**src/rtl/alu_muldiv.sv**
```systemverilog
`timescale 1ns/1ps
`default_nettype none
// ============================================================================
// Module   : alu_muldiv
// Purpose  : Execute-stage ALU with registered result, valid/ready handshake,
//            shifts, compares and an iterative multiply/divide unit with
//            architectural HI/LO registers.
// Revision : 1.0  initial release
// ----------------------------------------------------------------------------
// Ports
//   clk        in   single clock, rising edge
//   reset      in   synchronous, active-high, clears all state
//   in_valid   in   operands/op valid
//   in_ready   out  unit can accept (transfer on in_valid && in_ready)
//   op         in   4-bit operation select
//   in1, in2   in   operands (WIDTH bits)
//   out_valid  out  one-cycle result strobe
//   AluRes     out  registered result (WIDTH bits)
//   zero       out  registered (in1 - in2) == 0 of the accepted op
//   busy       out  multiply/divide iteration in progress
// ============================================================================
module alu_muldiv #(
    parameter int WIDTH = 32,
    parameter int CNTW  = $clog2(WIDTH) + 1
) (
    input  logic             clk,
    input  logic             reset,
    input  logic             in_valid,
    output logic             in_ready,
    input  logic [3:0]       op,
    input  logic [WIDTH-1:0] in1,
    input  logic [WIDTH-1:0] in2,
    output logic             out_valid,
    output logic [WIDTH-1:0] AluRes,
    output logic             zero,
    output logic             busy
);

    localparam logic [3:0] OP_AND   = 4'b0000;
    localparam logic [3:0] OP_OR    = 4'b0001;
    localparam logic [3:0] OP_ADD   = 4'b0010;
    localparam logic [3:0] OP_XOR   = 4'b0011;
    localparam logic [3:0] OP_MFLO  = 4'b0100;
    localparam logic [3:0] OP_SLTU  = 4'b0101;
    localparam logic [3:0] OP_SUB   = 4'b0110;
    localparam logic [3:0] OP_SLT   = 4'b0111;
    localparam logic [3:0] OP_SLL   = 4'b1000;
    localparam logic [3:0] OP_SRL   = 4'b1001;
    localparam logic [3:0] OP_SRA   = 4'b1010;
    localparam logic [3:0] OP_MULT  = 4'b1011;
    localparam logic [3:0] OP_MULTU = 4'b1100;
    localparam logic [3:0] OP_DIV   = 4'b1101;
    localparam logic [3:0] OP_DIVU  = 4'b1110;
    localparam logic [3:0] OP_MFHI  = 4'b1111;

    typedef enum logic [1:0] {
        S_IDLE = 2'd0,
        S_BUSY = 2'd1,
        S_DONE = 2'd2
    } state_t;

    // Registered state
    state_t                 state_q,     state_d;
    logic [CNTW-1:0]        cnt_q,       cnt_d;
    logic [2*WIDTH-1:0]     p_q,         p_d;       // {HI-part, LO-part} work register
    logic [WIDTH-1:0]       a_q,         a_d;       // multiplicand or divisor magnitude
    logic                   is_div_q,    is_div_d;
    logic                   neg_lo_q,    neg_lo_d;  // negate product / quotient
    logic                   neg_hi_q,    neg_hi_d;  // negate remainder
    logic                   zpend_q,     zpend_d;   // zero flag waiting for mul/div result
    logic [WIDTH-1:0]       hi_q,        hi_d;
    logic [WIDTH-1:0]       lo_q,        lo_d;
    logic [WIDTH-1:0]       res_q,       res_d;
    logic                   zero_q,      zero_d;
    logic                   out_valid_q, out_valid_d;

    // Combinational helpers
    logic                   w_accept;
    logic                   w_zero;
    logic                   w_is_md;
    logic                   w_is_div;
    logic                   w_div0;
    logic                   w_signed;
    logic                   w_s1;
    logic                   w_s2;
    logic [WIDTH-1:0]       w_mag1;
    logic [WIDTH-1:0]       w_mag2;
    logic [CNTW-2:0]        w_sh;
    logic [WIDTH-1:0]       w_single;
    logic [WIDTH:0]         w_mul_sum;
    logic [WIDTH:0]         w_div_trial;
    logic [2*WIDTH-1:0]     w_step;
    logic [2*WIDTH-1:0]     w_prod_fix;
    logic [WIDTH-1:0]       w_quo_fix;
    logic [WIDTH-1:0]       w_rem_fix;
    logic [WIDTH-1:0]       w_fin_hi;
    logic [WIDTH-1:0]       w_fin_lo;

    assign in_ready  = (state_q == S_IDLE) && !reset;
    // A reset arriving in DONE must still suppress the completion strobe.
    assign out_valid = out_valid_q && !reset;
    assign AluRes    = res_q;
    assign zero      = zero_q;
    assign busy      = (state_q == S_BUSY);

    // Operand decode and single-cycle datapath
    always_comb begin
        w_accept = in_valid && in_ready;
        w_zero   = ((in1 - in2) == '0);
        w_is_md  = (op == OP_MULT) || (op == OP_MULTU) || (op == OP_DIV) || (op == OP_DIVU);
        w_is_div = (op == OP_DIV) || (op == OP_DIVU);
        w_div0   = w_is_div && (in2 == '0);
        w_signed = (op == OP_MULT) || (op == OP_DIV);
        w_s1     = w_signed && in1[WIDTH-1];
        w_s2     = w_signed && in2[WIDTH-1];
        w_mag1   = w_s1 ? (~in1 + 1'b1) : in1;
        w_mag2   = w_s2 ? (~in2 + 1'b1) : in2;
        w_sh     = in2[CNTW-2:0];

        w_single = '0;
        case (op)
            OP_AND:  w_single = in1 & in2;
            OP_OR:   w_single = in1 | in2;
            OP_ADD:  w_single = in1 + in2;
            OP_XOR:  w_single = in1 ^ in2;
            OP_MFLO: w_single = lo_q;
            OP_SLTU: w_single = {{(WIDTH-1){1'b0}}, (in1 < in2)};
            OP_SUB:  w_single = in1 - in2;
            OP_SLT:  w_single = {{(WIDTH-1){1'b0}}, ($signed(in1) < $signed(in2))};
            OP_SLL:  w_single = in1 << w_sh;
            OP_SRL:  w_single = in1 >> w_sh;
            OP_SRA:  w_single = $signed(in1) >>> w_sh;
            OP_MFHI: w_single = hi_q;
            default: w_single = '0;
        endcase
    end

    // One iteration step and final sign correction
    always_comb begin
        // Shift-add: conditionally add multiplicand to the upper half, shift right.
        w_mul_sum   = {1'b0, p_q[2*WIDTH-1:WIDTH]} + (p_q[0] ? {1'b0, a_q} : '0);
        // Restoring divide: trial-subtract divisor from the left-shifted remainder.
        w_div_trial = p_q[2*WIDTH-1:WIDTH-1] - {1'b0, a_q};
        if (is_div_q) begin
            if (w_div_trial[WIDTH])
                w_step = {p_q[2*WIDTH-2:0], 1'b0};
            else
                w_step = {w_div_trial[WIDTH-1:0], p_q[WIDTH-2:0], 1'b1};
        end else begin
            w_step = {w_mul_sum, p_q[WIDTH-1:1]};
        end

        w_prod_fix = neg_lo_q ? (~w_step + 1'b1) : w_step;
        w_quo_fix  = neg_lo_q ? (~w_step[WIDTH-1:0] + 1'b1) : w_step[WIDTH-1:0];
        w_rem_fix  = neg_hi_q ? (~w_step[2*WIDTH-1:WIDTH] + 1'b1) : w_step[2*WIDTH-1:WIDTH];

        if (is_div_q) begin
            w_fin_hi = w_rem_fix;
            w_fin_lo = w_quo_fix;
        end else begin
            w_fin_hi = w_prod_fix[2*WIDTH-1:WIDTH];
            w_fin_lo = w_prod_fix[WIDTH-1:0];
        end
    end

    // Next-state logic
    always_comb begin
        state_d     = state_q;
        cnt_d       = cnt_q;
        p_d         = p_q;
        a_d         = a_q;
        is_div_d    = is_div_q;
        neg_lo_d    = neg_lo_q;
        neg_hi_d    = neg_hi_q;
        zpend_d     = zpend_q;
        hi_d        = hi_q;
        lo_d        = lo_q;
        res_d       = res_q;
        zero_d      = zero_q;
        out_valid_d = 1'b0;

        case (state_q)
            S_IDLE: begin
                if (w_accept) begin
                    if (w_is_md && !w_div0) begin
                        state_d  = S_BUSY;
                        cnt_d    = CNTW'(WIDTH);
                        is_div_d = w_is_div;
                        a_d      = w_is_div ? w_mag2 : w_mag1;
                        p_d      = {{WIDTH{1'b0}}, (w_is_div ? w_mag1 : w_mag2)};
                        neg_lo_d = w_s1 ^ w_s2;
                        neg_hi_d = w_s1;
                        zpend_d  = w_zero;
                    end else if (w_div0) begin
                        // Divide by zero resolves immediately without iteration.
                        out_valid_d = 1'b1;
                        res_d       = '1;
                        lo_d        = '1;
                        hi_d        = in1;
                        zero_d      = w_zero;
                    end else begin
                        out_valid_d = 1'b1;
                        res_d       = w_single;
                        zero_d      = w_zero;
                    end
                end
            end
            S_BUSY: begin
                p_d   = w_step;
                cnt_d = cnt_q - CNTW'(1);
                if (cnt_q == CNTW'(1)) begin
                    // Last step: result lands in the register so out_valid is seen in DONE.
                    state_d     = S_DONE;
                    out_valid_d = 1'b1;
                    hi_d        = w_fin_hi;
                    lo_d        = w_fin_lo;
                    res_d       = w_fin_lo;
                    zero_d      = zpend_q;
                end
            end
            S_DONE: begin
                state_d = S_IDLE;
            end
            default: begin
                state_d = S_IDLE;
            end
        endcase
    end

    always_ff @(posedge clk) begin
        if (reset) begin
            state_q     <= S_IDLE;
            cnt_q       <= '0;
            p_q         <= '0;
            a_q         <= '0;
            is_div_q    <= 1'b0;
            neg_lo_q    <= 1'b0;
            neg_hi_q    <= 1'b0;
            zpend_q     <= 1'b0;
            hi_q        <= '0;
            lo_q        <= '0;
            res_q       <= '0;
            zero_q      <= 1'b0;
            out_valid_q <= 1'b0;
        end else begin
            state_q     <= state_d;
            cnt_q       <= cnt_d;
            p_q         <= p_d;
            a_q         <= a_d;
            is_div_q    <= is_div_d;
            neg_lo_q    <= neg_lo_d;
            neg_hi_q    <= neg_hi_d;
            zpend_q     <= zpend_d;
            hi_q        <= hi_d;
            lo_q        <= lo_d;
            res_q       <= res_d;
            zero_q      <= zero_d;
            out_valid_q <= out_valid_d;
        end
    end

endmodule
`default_nettype wire

```
**config.mk**
```make
export PLATFORM = sky130hd
export DESIGN_NAME = alu_muldiv
export DESIGN_NICKNAME = d
export VERILOG_FILES = /design/src/rtl/alu_muldiv.sv
export SDC_FILE = /design/constraint.sdc
export NUM_CORES = 1
export LEC_CHECK = 0
export BUFFER_PORTS_ARGS = -buffer_cell sky130_fd_sc_hd__clkbuf_2
export CORE_ASPECT_RATIO = 0.9
export CORE_MARGIN = 5
export CORE_UTILIZATION = 46
export CTS_BUF_LIST = sky130_fd_sc_hd__clkbuf_8
export CTS_CLUSTER_DIAMETER = 200
export CTS_CLUSTER_SIZE = 24
export DETAILED_ROUTE_END_ITERATION = 6
export MAX_ROUTING_LAYER = met4
export REMOVE_ABC_BUFFERS = 1
export SYNTH_ARGS = -nofsm -noshare
export SYNTH_HDL_FRONTEND = slang
export SYNTH_SLANG_ARGS = --single-unit
```
**constraint.sdc**
```tcl
create_clock -name clk -period 12.43 [get_ports clk]
set_input_delay 0.6215 -clock clk [delete_from_list [all_inputs] [get_ports clk]]
set_output_delay 0.6215 -clock clk [all_outputs]
set_load 0.05 [all_outputs]
```
# Yosys cells after proc, flatten, opt, wreduce, memory -nomap -nowiden
# Cells that the tools add are included.
# totals
regBits	206
inputBits	71
output_inout_bits	36
word_cells	128
# op_classes
n_addsub	10
magnitude_cmp	2
eq_ne	22
shifts	3
muxes	45
bitwise_logic	9
n_reduce_logical	24
# op_table
operator	count
32-bit two-way mux	20
32-bit one-hot mux with 12 select lines	1
64-bit two-way mux	5
32-bit one-hot mux with 2 select lines	3
32-bit by 1-bit adder with 32-bit output, second input constant	4
32-bit NOT	4
64-bit one-hot mux with 2 select lines	1
64-bit by 1-bit adder with 64-bit output, second input constant	1
32-bit zero test	2
32-bit less-than comparator	2
64-bit NOT	1
32-bit by 32-bit adder with 33-bit output	1
33-bit by 32-bit subtractor with 33-bit output	1
32-bit adder	1
32-bit AND	1
4-bit == test, second input constant	8
32-bit bitwise OR	1
32-bit by 5-bit << shifter with 32-bit output	1
32-bit by 5-bit right shift with 32-bit output	1
32-bit by 5-bit >>> shifter with 32-bit output	1
32-bit subtractor	1
32-bit bitwise XOR	1
4-bit by 3-bit == test with 1-bit output, second input constant	4
6-bit two-way mux	2
22 further kinds	47

# Depth between registers and ports, before layout
# Gate-level depths: netlist of the first run.
# depth
depth_word	9
depth_mapped	25
depth_no_buf	24

# Worst setup path after synthesis of the first run
# No wires, ideal clock.
# synth_path
path_type	reg2reg
start	register p_q[31]
end	register hi_q[20]
setup_time_ps	132
t_arrival_ps	5583
t_required_ps	12298
path_slack_ps	6715
stages_incl_launch_ff	26
n_path_buf	1
synth_period_minus_slack_ps	5715
cell_sequence	dfxtp_1 -> inv_1 -> ha_1 -> inv_1 -> fa_1 -> nand3_1 -> a21oi_1 -> o31a_4 -> a21oi_4 -> or3b_4 -> nand3_1 -> buf_2 -> a31oi_1 -> ha_1 -> o21ai_0 -> or3_1 -> nor4_2 -> nand2_1 -> or3_1 -> nand2b_1 -> and2_0 -> or4_1 -> o31ai_1 -> xnor2_1 -> o211ai_1 -> a21oi_1
# synth_between
elab_chain_cells	9
word_cells_on_any_way	12
cone_classes	3 x add/sub; 7 x mux; 2 x bitwise
# synth_lines
element	line_no	source
start, declared	65	logic [2*WIDTH-1:0] p_q, p_d;
start signal, assigned	248	p_q <= p_d;
33-bit by 32-bit subtractor with 33-bit output	143	w_div_trial = p_q[2*WIDTH-1:WIDTH-1] - {1'b0, a_q};
64-bit two-way mux	145	if (w_div_trial[WIDTH])
64-bit two-way mux (*)	144	if (is_div_q) begin
64-bit NOT / 32-bit NOT (equally long branches)	153, 155	
64-bit by 1-bit adder with 64-bit output / 32-bit by 1-bit adder with 32-bit output (equally long branches)	153, 155	
64-bit two-way mux / 32-bit two-way mux (equally long branches)	153, 155	
32-bit two-way mux (*)	157	if (is_div_q) begin
32-bit two-way mux (*)	211	if (cnt_q == CNTW'(1)) begin
32-bit one-hot mux with 2 select lines (*)	182	case (state_q)
end signal, assigned	254	hi_q <= hi_d;
end, declared	71	logic [WIDTH-1:0] hi_q, hi_d;
# Every way passes the cells marked *; elsewhere a longest branch is shown, timed or not. The select of a mux whose other input is x is not followed.
# A chain may end at the register's enable or synchronous reset.

# Worst setup path in the final report of the first run
# Same ends and word-level chain as after synthesis.

==> impl_metrics.toml, run 1 <==
[routing]
drt_iter0_drc = 4402
wl_per_cell_um = 28.5
route.detailed.drc = 6
via_count = 28600
final_antenna_net_count = 0
dr.pass1.iters = 7
routed_via_density = 6.82
totalWireLength_mm = 119

[cells_and_area]
nets = 3731
fin_area_sq_um = 25800
final_cells = 4190
syn2layout_area_growth_pct = 4.99
layout-drive-gt1-share = 0.0877

[power]
irDropWorstVdd_uv = 78.7
leakage_uw = 0.0103
powerDensity_nw_per_um2 = 74.7
p_total_uw = 1930

[clock_tree]
clk_path_buf_depth = 3
root_buffer = "clkbuf_8"
worstSkewPairLatency_ps = 610
cts_tree = "built"
cts_hold_buf = 0
postCtsSetupRepairBufs = 0
ctsResizeCount = 0
clock_sinks = 206
clkTransAtPathRegs_ps = 180
h-tree-depth = 1
numCtsBuffers = 12

[grt]
grt_pass1_wl_mm = 174
grt-ovfl-total = 0
grt_max_degree = 100
grt.total_usage = 0.399
grt_pass1_vias = 25900
antenna_found_initial = 3

[yosys]
ys_ff_latch = 206
yosysWarnings = 0
synth_ff_type = "dfxtp_1"
synth.distinct_cells = 106
postSynthCellCount = 3558
yosysSeqAreaShare = 0.168
synthArstFlopShare = 0
avgSynthCellArea_sq_um = 6.91
synth_edf_count = 0
synth_area_sq_um = 24600

[setup_path]
crit_arrival_ps = 7650
crit_start = "p_q[31]"
cp_max_fo = 16
path_class = "reg -> reg"
rr_worst_depth = 25
crit_buf_inv = 3
end_kind = "register"
worstSetupPathDepth = 25
cpLargestDelayFamily = "simple AND/OR/NAND/NOR gates"
reg2reg_from = "p_q[31]"
cpMaxStageDelayCell = "or4_1"
required_ps = 12950
slowest_delay_ps = 560
critPathLaunchType = "register"

[place]
dpl.hpwl_mm = 90.6
globalplace.congestion = 1.06
placed_area_sq_um = 25600
dp_slack_ps = 5630
io_buffer_count = 106
dp_cells = 4171

[floorplanning]
fp.dieW_um = 254
initial_utilization = 0.464
fp.dieH_um = 229
core_sq_um = 53000
rows = 80
ios = 107
die-area_sq_um = 58100

[timing]
final-setup-viol-count = 0
fin_crit_ps = 7130
slew_viol_final = 0
setup_ws_ps = 5300
skew_ps = 55.6
slew_headroom = 0.192
rsz0062_at_grt = "no"
finalHoldViolations = 0
fmax_mhz = 140
finalCritPeriodShare = 0.573
tightest_slew_ps = 1200
fin_tns_setup_ps = 0

[outcome]
status = "complete, but fails checks"
violations = "design-rule violations"

[worst_hold_path]
hold_path_class = "in -> reg"
min_delay_path_depth = 2
hp-start = "reset"

[run]
drv_cap = 0
[sequential cells by signal, summed over array words and instances, names as in the netlist]
signal	cells
lo_q	32
p_q	64
cnt_q	6
zero	1
a_q	32
is_div_q	1
neg_lo_q	1
neg_hi_q	1
out_valid_q	1
hi_q	32
zpend_q	1
state_q	2
AluRes	32
[per-stage QoR]
step	utilization	hold WS [ps]
after floorplan	-	425
after global placement	0.483	439
after detailed placement	0.483	449
after CTS	0.487	404
after global routing	0.487	415
final	0.487	429
[cell type report]
cell class | instances | area [sq um]
inverters | 158 | 593
well taps | 697 | 872
clock buffers | 13 | 179
diodes | 2 | 5.00
clock inverters | 3 | 17.5
flip-flops and latches | 206 | 4130
repair buffers | 171 | 1020
fillers | 5511 | 27200
multi-input cells | 2940 | 19000
[cells by family after synthesis]
| kind of cell | synth area share |
|---|---|
| xor+xnor | 0.0738 |
| mux | 0.0550 |
| compound gates | 0.320 |
| buf+inv | 0.0640 |
| fa+ha+maj | 0.0883 |
| flops | 0.168 |
| simple gates | 0.231 |
[power by group]
part	switching, uW	internal, uW
registers	12.7	675
logic	604	273
clock network	262	98.7
[metal layers]
layer	wire (um)	track usage	part of all wire	up-vias
li1	-	-	-	12800
met1	51400	0.570	0.43	13600
met2	47500	0.543	0.40	1886
met3	14500	0.0908	0.12	296
met4	6010	0.152	0.050	0
met5	0	-	0	-
[layout by cell type, fill, tap and decap left out, drive strengths merged, types with 89 or more instances in the layout]
master,Yosys,routed
nand2,353,353
a21oi,347,347
inv,157,160
xnor2,150,150
nor2,430,430
o21ai,271,271
mux2i,89,89
dfxtp,206,206
nor3,119,119
clkbuf,206,118
ha,167,167
[cell usage after synthesis, types with 19 or more instances]
cell | n | area share
a211oi_1 | 67 | 0.020
a21o_1 | 51 | 0.016
a21oi_1 | 342 | 0.070
a221oi_1 | 34 | 0.012
a22o_1 | 21 | 0.0075
a22oi_1 | 24 | 0.0073
a31oi_1 | 55 | 0.014
and2_1 | 52 | 0.013
buf_1 | 35 | 0.0053
clkbuf_1 | 206 | 0.031
dfxtp_1 | 206 | 0.17
ha_1 | 167 | 0.085
inv_1 | 155 | 0.024
mux2_2 | 21 | 0.0096
mux2i_1 | 89 | 0.036
nand2_1 | 353 | 0.054
nand2b_1 | 31 | 0.0079
nand3_1 | 71 | 0.014
nand4_1 | 31 | 0.0079
nor2_1 | 429 | 0.066
nor3_1 | 118 | 0.024
nor4_1 | 26 | 0.0066
o211ai_1 | 60 | 0.018
o21ai_0 | 268 | 0.055
o21bai_1 | 19 | 0.0058
o22ai_1 | 40 | 0.010
o31ai_1 | 21 | 0.0064
or2_2 | 19 | 0.0048
or3_1 | 21 | 0.0053
xnor2_1 | 150 | 0.053
xor2_1 | 57 | 0.020
[worst paths after layout]
check	slack [ps]	endpoint
hold reg to reg	470	AluRes[17]
hold / removal	430	p_q[6]
setup reg to reg	5300	hi_q[20]
setup / recovery	5300	hi_q[20]
[worst register-to-register path, cell delays in order (launching register included)]
cell,delay (ps)
dfxtp_1,360
inv_1,90
ha_1,180
inv_1,60
fa_1,420
nand3_1,110
a21oi_1,100
o31a_4,390
a21oi_4,400
or3b_4,260
nand3_1,80
buf_4,250
a31oi_1,490
ha_1,330
o21ai_0,130
or3_1,450
nor4_2,500
nand2_1,130
or3_1,470
nand2b_1,280
and2_0,360
or4_1,560
o31ai_1,250
xnor2_1,160
o211ai_1,100
a21oi_1,170
(Power assumes the default switching activity.)
==> run 2, diff against run 1 <==
==> constraint.sdc (replaced) <==
create_clock -name clk -period 6.7 [get_ports clk]
set_input_delay 0.335 -clock clk [delete_from_list [all_inputs] [get_ports clk]]
set_output_delay 0.335 -clock clk [all_outputs]
set_load 0.05 [all_outputs]
==> run 2 against run 1 <==
The run now ends clean. Clock skew is 10 ps lower. Sequential share of layout area fell by 0.093 points. Clock power grew 83%. Die area unchanged. Hold slack worse by 370 ps. Register-to-register slack got worse by 5000 ps. Via count up 0.91%. Critical endpoint unchanged. Largest cell class unchanged.
==> impl_metrics.toml, run 2 (synthesis results as in run 1) <==
[clock_tree]
clkTransAtPathRegs_ps = 190
numCtsBuffers = 12
clk_path_buf_depth = 3
ctsResizeCount = 0
root_buffer = "clkbuf_8"
cts_tree = "built"
worstSkewPairLatency_ps = 600
postCtsSetupRepairBufs = 0
clock_sinks = 206
cts_hold_buf = 0
h-tree-depth = 1

[grt]
grt_pass1_vias = 25900
grt-ovfl-total = 0
grt_max_degree = 100
antenna_found_initial = 4
grt.total_usage = 0.402
grt_pass1_wl_mm = 175

[routing]
via_count = 28800
wl_per_cell_um = 28.7
route.detailed.drc = 0
dr.pass1.iters = 6
drt_iter0_drc = 4345
routed_via_density = 6.85
final_antenna_net_count = 0
totalWireLength_mm = 121

[setup_path]
cp_max_fo = 10
critPathLaunchType = "register"
slowest_delay_ps = 550
end_kind = "register"
cpLargestDelayFamily = "simple AND/OR/NAND/NOR gates"
cpMaxStageDelayCell = "or4_1"
crit_arrival_ps = 6920
path_class = "reg -> reg"
required_ps = 7180
crit_buf_inv = 3

[cells_and_area]
multi_input_area_sq_um = 19000
regArea_sq_um = 4130
final_cells = 4210
largest_reg_flops = 64
fill_cells = 5495
syn2layout_area_growth_pct = 5.60
layout-drive-gt1-share = 0.0926
nets = 3751
layout_common_cells = "nor2_1, nand2_1, a21oi_1"
final_common_cell = "nor2_1"
top_register = "p_q"

[floorplanning]
core_sq_um = 53000
fp.dieW_um = 254
rows = 80
ios = 107
fp.dieH_um = 229
die-area_sq_um = 58100
initial_utilization = 0.464

[timing]
slew_viol_final = 0
fin_crit_ps = 6440
finalHoldViolations = 0
rsz0062_at_grt = "no"
finalCritPeriodShare = 0.961
tightest_slew_ps = 1200
final-setup-viol-count = 0
fmax_mhz = 155
slew_headroom = 0.200
fin_tns_setup_ps = 0
skew_ps = 45.2

[power]
swShare = 0.455
p_int_uw = 1950
powerDensity_nw_per_um2 = 138
leakage_uw = 0.0104
p_total_uw = 3580
seqPwrFrac = 0.357
clock_power_share = 0.185
irDropWorstVdd_uv = 155
p_comb_frac = 0.457
p_switching_uw = 1630

[place]
dp_cells = 4192
globalplace.congestion = 1.06
dpl.hpwl_mm = 92.8
io_buffer_count = 106

[outcome]
status = "completed"

[worst_hold_path]
hold_path_class = "in -> reg"

[run]
drv_cap = 0
[run 2: area by class of cell]
| type | count | share of cell area |
|---|---|---|
| multi-input combinational | 2940 | 0.731 |
| antenna | 2 | 0.000193 |
| timing repair buffer | 191 | 0.0458 |
| tap | 697 | 0.0336 |
| inverter | 158 | 0.0229 |
| clock buffer | 13 | 0.00690 |
| clock inverter | 3 | 0.000723 |
| sequential | 206 | 0.159 |
[run 2: power groups by stage]
| stage | clock, uW | combinational, uW | sequential, uW |
|---|---|---|---|
| 2_1_floorplan | 0 | 930 | 1330 |
| 3_3_place_gp | 0 | 1560 | 1300 |
| 3_5_place_dp | 0 | 1560 | 1300 |
| 4_1_cts | 677 | 1570 | 1280 |
| 5_1_grt | 702 | 1720 | 1280 |
| 6_report | 662 | 1640 | 1280 |
[run 2: worst paths after layout]
| kind | from | end | slack [ps] | cells after the start |
|---|---|---|---|---|
| hold / removal | reset | AluRes[23] | 60 | 2 |
| setup / recovery | p_q[31] | hi_q[20] | 260 | 25 |
| setup reg to reg | p_q[31] | hi_q[20] | 260 | 25 |
| hold reg to reg | zpend_q | zpend_q | 470 | 2 |
[run 2: layer usage]
layer | share of wire | global-route usage | up-vias | routed length [um]
li1 | - | - | 12800 | -
met3 | 0.12 | 0.0800 | 284 | 14000
met4 | 0.047 | 0.146 | 0 | 5650
met1 | 0.43 | 0.582 | 13900 | 52300
met2 | 0.40 | 0.551 | 1850 | 48700
met5 | 0 | - | - | 0
[run 2: through the flow]
stage	util	hold slack [ps]	cell area, sq um	setup slack [ps]
3_3_place_gp	0.486	438	25700	536
3_5_place_dp	0.486	444	25700	466
4_1_cts	0.490	29.3	25900	412
5_1_grt	0.490	41.4	25900	20.6
6_report	0.490	63.0	25900	260
2_1_floorplan	-	401	23600	-1640
